**src/rtl/x_dl_sampler.sv**
```systemverilog
// Delay-line measurement engine: decodes thermometer samples from one selected
// line to an edge position and reduces 2^n of them to avg/min/max/span.
module x_dl_sampler #(
    parameter int P_WIDTH     = 32,
    parameter int P_CHANNELS  = 4,
    parameter int P_MAX_LOG2N = 8
) (
    input  logic                          i_clk,
    input  logic                          i_rst,
    input  logic [P_CHANNELS*P_WIDTH-1:0] i_dl,
    input  logic [P_CHANNELS-1:0]         i_dl_valid,
    input  logic                          i_cmd_valid,
    output logic                          o_cmd_accept,
    input  logic [3:0]                    i_cmd_chan,
    input  logic [1:0]                    i_cmd_mode,
    input  logic [3:0]                    i_cmd_log2n,
    input  logic                          i_abort,
    output logic                          o_res_valid,
    input  logic                          i_res_accept,
    output logic [15:0]                   o_res_data,
    output logic                          o_res_err,
    output logic                          o_busy
);

    // state     | meaning
    // S_IDLE    | waiting for a command
    // S_CAPTURE | accumulating samples from the selected line
    // S_RESULT  | result held until the consumer accepts it

    localparam int POS_W = $clog2(P_WIDTH + 1);
    localparam int ACC_W = POS_W + P_MAX_LOG2N;
    localparam int CNT_W = P_MAX_LOG2N + 1;

    typedef enum logic [1:0] {S_IDLE, S_CAPTURE, S_RESULT} state_t;

    state_t             state_q;
    logic [3:0]         chan_q;
    logic [1:0]         mode_q;
    logic [3:0]         log2n_q;
    logic [ACC_W-1:0]   sum_q;
    logic [POS_W-1:0]   min_q;
    logic [POS_W-1:0]   max_q;
    logic [CNT_W-1:0]   cnt_q;
    logic               res_valid_q;
    logic               res_err_q;
    logic [15:0]        res_data_q;

    logic [P_WIDTH-1:0] sel_sample;
    logic               sel_strobe;
    logic [POS_W-1:0]   pos;
    logic               run;
    logic [ACC_W-1:0]   sum_d;
    logic [POS_W-1:0]   min_d;
    logic [POS_W-1:0]   max_d;
    logic [ACC_W-1:0]   avg_d;
    logic [15:0]        res_d;
    logic [CNT_W-1:0]   n_last;
    logic [3:0]         log2n_clamp;
    logic               chan_bad;

    // Mux rather than a variable part-select so an out-of-range channel never indexes i_dl.
    always_comb begin
        sel_sample = '0;
        sel_strobe = 1'b0;
        for (int c = 0; c < P_CHANNELS; c++) begin
            if (chan_q == 4'(c)) begin
                sel_sample = i_dl[c*P_WIDTH +: P_WIDTH];
                sel_strobe = i_dl_valid[c];
            end
        end
    end

    // Count the run of ones from bit 0; anything past the first zero is a bubble.
    always_comb begin
        pos = '0;
        run = 1'b1;
        for (int b = 0; b < P_WIDTH; b++) begin
            if (run && sel_sample[b]) pos = POS_W'(b + 1);
            else                      run = 1'b0;
        end
    end

    always_comb begin
        sum_d  = sum_q + ACC_W'(pos);
        min_d  = (pos < min_q) ? pos : min_q;
        max_d  = (pos > max_q) ? pos : max_q;
        avg_d  = sum_d >> log2n_q;
        n_last = (CNT_W'(1) << log2n_q) - CNT_W'(1);
        res_d  = '0;
        case (mode_q)
            2'd0:    res_d = 16'(avg_d);
            2'd1:    res_d = 16'(min_d);
            2'd2:    res_d = 16'(max_d);
            default: res_d = 16'(max_d - min_d);
        endcase
    end

    assign log2n_clamp = (int'(i_cmd_log2n) > P_MAX_LOG2N) ? 4'(P_MAX_LOG2N) : i_cmd_log2n;
    assign chan_bad    = ({1'b0, i_cmd_chan} >= 5'(P_CHANNELS));

    always_ff @(posedge i_clk) begin
        if (i_rst) begin
            state_q     <= S_IDLE;
            chan_q      <= '0;
            mode_q      <= '0;
            log2n_q     <= '0;
            sum_q       <= '0;
            min_q       <= '0;
            max_q       <= '0;
            cnt_q       <= '0;
            res_valid_q <= 1'b0;
            res_err_q   <= 1'b0;
            res_data_q  <= '0;
        end else begin
            case (state_q)
                S_IDLE: begin
                    if (i_cmd_valid) begin
                        chan_q  <= i_cmd_chan;
                        mode_q  <= i_cmd_mode;
                        log2n_q <= log2n_clamp;
                        sum_q   <= '0;
                        min_q   <= POS_W'(P_WIDTH);
                        max_q   <= '0;
                        cnt_q   <= '0;
                        if (chan_bad) begin
                            state_q     <= S_RESULT;
                            res_valid_q <= 1'b1;
                            res_err_q   <= 1'b1;
                            res_data_q  <= '0;
                        end else begin
                            state_q <= S_CAPTURE;
                        end
                    end
                end
                S_CAPTURE: begin
                    if (i_abort) begin
                        state_q <= S_IDLE;
                    end else if (sel_strobe) begin
                        sum_q <= sum_d;
                        min_q <= min_d;
                        max_q <= max_d;
                        cnt_q <= cnt_q + CNT_W'(1);
                        if (cnt_q == n_last) begin
                            state_q     <= S_RESULT;
                            res_valid_q <= 1'b1;
                            res_err_q   <= 1'b0;
                            res_data_q  <= res_d;
                        end
                    end
                end
                S_RESULT: begin
                    if (i_res_accept) begin
                        state_q     <= S_IDLE;
                        res_valid_q <= 1'b0;
                        res_err_q   <= 1'b0;
                    end
                end
                default: state_q <= S_IDLE;
            endcase
        end
    end

    assign o_cmd_accept = (state_q == S_IDLE);
    assign o_busy       = (state_q != S_IDLE);
    assign o_res_valid  = res_valid_q;
    assign o_res_data   = res_data_q;
    assign o_res_err    = res_err_q;

endmodule

```
**config.mk**
```make
export PLATFORM = sky130hd
export DESIGN_NAME = x_dl_sampler
export DESIGN_NICKNAME = d
export VERILOG_FILES = /design/src/rtl/x_dl_sampler.sv
export SDC_FILE = /design/constraint.sdc
export NUM_CORES = 1
export LEC_CHECK = 0
export CORE_UTILIZATION = 55
export CTS_BUF_LIST = sky130_fd_sc_hd__clkbuf_4 sky130_fd_sc_hd__clkbuf_8 sky130_fd_sc_hd__clkbuf_16
export CTS_CLUSTER_SIZE = 12
export DETAILED_ROUTE_END_ITERATION = 16
export PLACE_DENSITY = 0.88
export SKIP_LAST_GASP = 1
export SLEW_MARGIN = 30
export SYNTH_ARGS = -nofsm -noshare
export SYNTH_HDL_FRONTEND = slang
export SYNTH_SLANG_ARGS = --single-unit
```
**constraint.sdc**
```tcl
create_clock -name i_clk -period 18.3 [get_ports i_clk]
set_input_delay 4.575 -clock i_clk [delete_from_list [all_inputs] [get_ports i_clk]]
set_output_delay 4.575 -clock i_clk [all_outputs]
set_load 0.02 [all_outputs]
```
==> flow_summary.json <==
{
  "fillers": 952,
  "final_common_cell": "clkdlybuf4s50_1",
  "peakVddDrop_mv": 0.0692,
  "synth_ff_type": "dfxtp_1",
  "rsz0062_at_grt": "false",
  "fp.coreArea_um2": 12100,
  "multiInputGateArea_um2": 5080,
  "worstRegToRegCells": 27,
  "hold_violations": 0,
  "antenna_found_initial": 0,
  "seq_area_frac_synth": 0.187,
  "start_kind": "input pin",
  "place.gp.congestion": 0.987,
  "finClkSkew_ps": 5.45,
  "numCtsBuffers": 9,
  "drc_errors": 0,
  "first_pass_iters": 6,
  "leakagePower_nw": 3.05,
  "initial_core_util": 0.567,
  "synthArstFlopShare": 0,
  "nets": 1221,
  "path_max_fanout": 8,
  "viasPerCell": 6.45,
  "post-cts-setup-buffers": 0,
  "ys_types": 97,
  "synth_edf_count": 0,
  "cp-end-kind": "flip-flop",
  "cellPowerDensity_nw_per_um2": 59.4,
  "seqCellArea_um2": 1290,
  "avgSynthCellArea_um2": 7.37,
  "fmax_ghz": 0.0917,
  "synthTopCellsByArea": "dfxtp_1 (19%), o21ai_0 (5.9%), nand2_1 (5.8%)",
  "hold_class": "flip-flop to flip-flop",
  "layout.cells.non_filler": 1221,
  "layout_setup_ws_ps": 7390,
  "finalWirelength_um": 22800,
  "status": "finished clean",
  "cts_max_path_buffers": 2,
  "drt_iter0_drc": 868,
  "clkTransAtPathRegs_ps": 50,
  "drive_gt1_frac": 0.0731,
  "routedWlPerCell_um": 18.7,
  "place_ws_ps": 7160,
  "clock_sinks": 64,
  "drtAntennaViolNets": 0,
  "syn_nets": 1100,
  "hold_path_depth": 2,
  "ys_warn_count": 0,
  "rows": 40,
  "worstSetupPathType": "input pin to flip-flop",
  "place_area_um2": 8480,
  "insertion_delay_ps": 350,
  "place_inst": 1205,
  "synth_area_um2": 6840,
  "grt_pass1_vias": 7312,
  "gr-total-overflow": 0,
  "dieArea_um2": 12900,
  "cts_tree": "yes",
  "arrival_ps": 11200,
  "grt_start_max_net_pins": 81,
  "synthDominantCellAreaShare": 0.187,
  "h-tree-depth": 3,
  "worst_slew_pin_slew_ps": 922,
  "grt_pass1_wl_um": 36800,
  "fin_crit_ps": 10910,
  "ios": 167,
  "ys_ff_latch": 64,
  "cts_root_buf": "clkbuf_16",
  "vias": 7874,
  "hold_buffers": 0,
  "cap_violations": 0,
  "hpwl_um": 17100,
  "fin_crit_sh": 0.596,
  "synth_area_leader_cell": "dfxtp_1",
  "synthesis.instances": 927,
  "cp.required_ps": 18600,
  "final_cell_mix": "clkdlybuf4s50_1 (165), nand2_1 (105), nor2_1 (94), o21ai_0 (80), dfxtp_1 (62)",
  "area_growth_pct": 28.5,
  "drv_slew": 0,
  "n_antenna_cell": 0,
  "finalSetupViolCount": 0,
  "ctsResizeCount": 0,
  "slew_headroom": 0.385,
  "grtUsageTotal": 0.358,
  "io_buffers": 166,
  "die-height_um": 113,
  "fp.dieW_um": 113,
  "tns_ps": 0,
  "design_area_um2": 8780
}
[final timing paths]
| check | startpoint | endpoint | slack (ps) |
|---|---|---|---|
| min reg2reg | o_res_data[12]$_SDFFE_PP0P_ | o_res_data[12]$_SDFFE_PP0P_ | 450 |
| max reg2reg | chan_q[0]$_SDFFE_PP0P_ | o_res_data[8]$_SDFFE_PP0P_ | 10680 |
| max | i_dl[35] | o_res_data[8]$_SDFFE_PP0P_ | 7390 |
| min | o_res_data[12]$_SDFFE_PP0P_ | o_res_data[12]$_SDFFE_PP0P_ | 450 |
[layer usage]
metal  vias up  GRT usage  wire, µm
met1      3709      0.445      9540
met2       370      0.591     10600
met4         0      0.187       957
met5         -          0         0
li1       3719          -         -
met3        76     0.0648      1690
[per-stage QoR]
stage	hold WS, ps	power, mW	util
3_5_place_dp	446	0.345	0.703
5_1_grt	484	0.546	0.728
4_1_cts	453	0.519	0.728
6_report	448	0.522	0.728
3_3_place_gp	443	0.342	0.702
2_1_floorplan	461	0.280	-
[area by class of cell]
cell class,instances,share of cell area
well taps,168,0.0239
repair buffers,173,0.196
clock buffers,9,0.0256
clock inverters,7,0.00826
multi-input cells,751,0.579
flip-flops and latches,64,0.146
inverters,49,0.0209
[sequential cells by signal, summed over array words and instances (netlist names)]
| name | cells |
|---|---|
| chan_q | 4 |
| cnt_q | 9 |
| log2n_q | 4 |
| max_q | 6 |
| min_q | 6 |
| mode_q | 2 |
| o_res_data | 15 |
| o_res_err | 1 |
| o_res_valid | 1 |
| state_q | 2 |
| sum_q | 14 |
[worst max-delay path, stage by stage]
cell	delay, ps
clkdlybuf4s50_1	460
inv_1	30
o21ai_0	230
a32oi_1	220
or4_4	580
or3_1	490
or3_1	450
a31o_2	330
inv_1	70
ha_1	240
or2_2	310
o31ai_1	260
a21oi_1	110
o311a_1	400
mux2_2	330
inv_1	60
ha_1	170
fa_1	220
nor2b_1	60
o21ai_0	170
nand2b_1	110
a21o_1	180
a21oi_1	200
nor2_1	50
or3_1	360
nand3b_1	250
nand3b_1	210
nand2_1	60
[cell usage after synthesis (6+ instances only)]
cell and count:
xor2_1 15, a211oi_1 14, and2_1 8, o211ai_1 7, and3_1 14, nor2_1 94, o22ai_1 6, a21o_1 11
nand3b_1 8, nor3_1 17, a31oi_1 11, inv_1 48, buf_2 6, xnor2_1 10, nand2b_1 7, nor4_1 6
a21oi_1 60, or3_1 12, dfxtp_1 64, a22oi_1 18, nor2b_1 9, mux2i_1 10, nand2_1 105, o31ai_1 8
a32oi_1 9, o2111ai_1 6, nand4_1 8, mux4_2 11, buf_4 7, ha_1 25, o21a_1 6, mux2_2 10
clkbuf_1 43, a32o_1 14, o21ai_0 80, nand3_1 28
[cells by family (layout without fill, tap and decap cells)]
kind of cell,count (synthesis),count (layout),synth area share
AO/OA/AOI/OAI,323,323,0.338
XOR/XNOR,25,25,0.0320
adder cells (fa/ha/maj),26,26,0.0487
buffers and inverters,112,238,0.0697
flip-flops,64,64,0.187
multiplexers,33,33,0.0751
AND/OR/NAND/NOR,344,344,0.249
[power breakdown]
part	internal (mW)	leakage [nW]	switching, mW	total [mW]
sequential	0.144	0.519	0.00971	0.153
combinational	0.0891	2.39	0.104	0.193
clock	0.105	0.141	0.0701	0.175
Note: power is estimated with default switching activity, not from simulation.
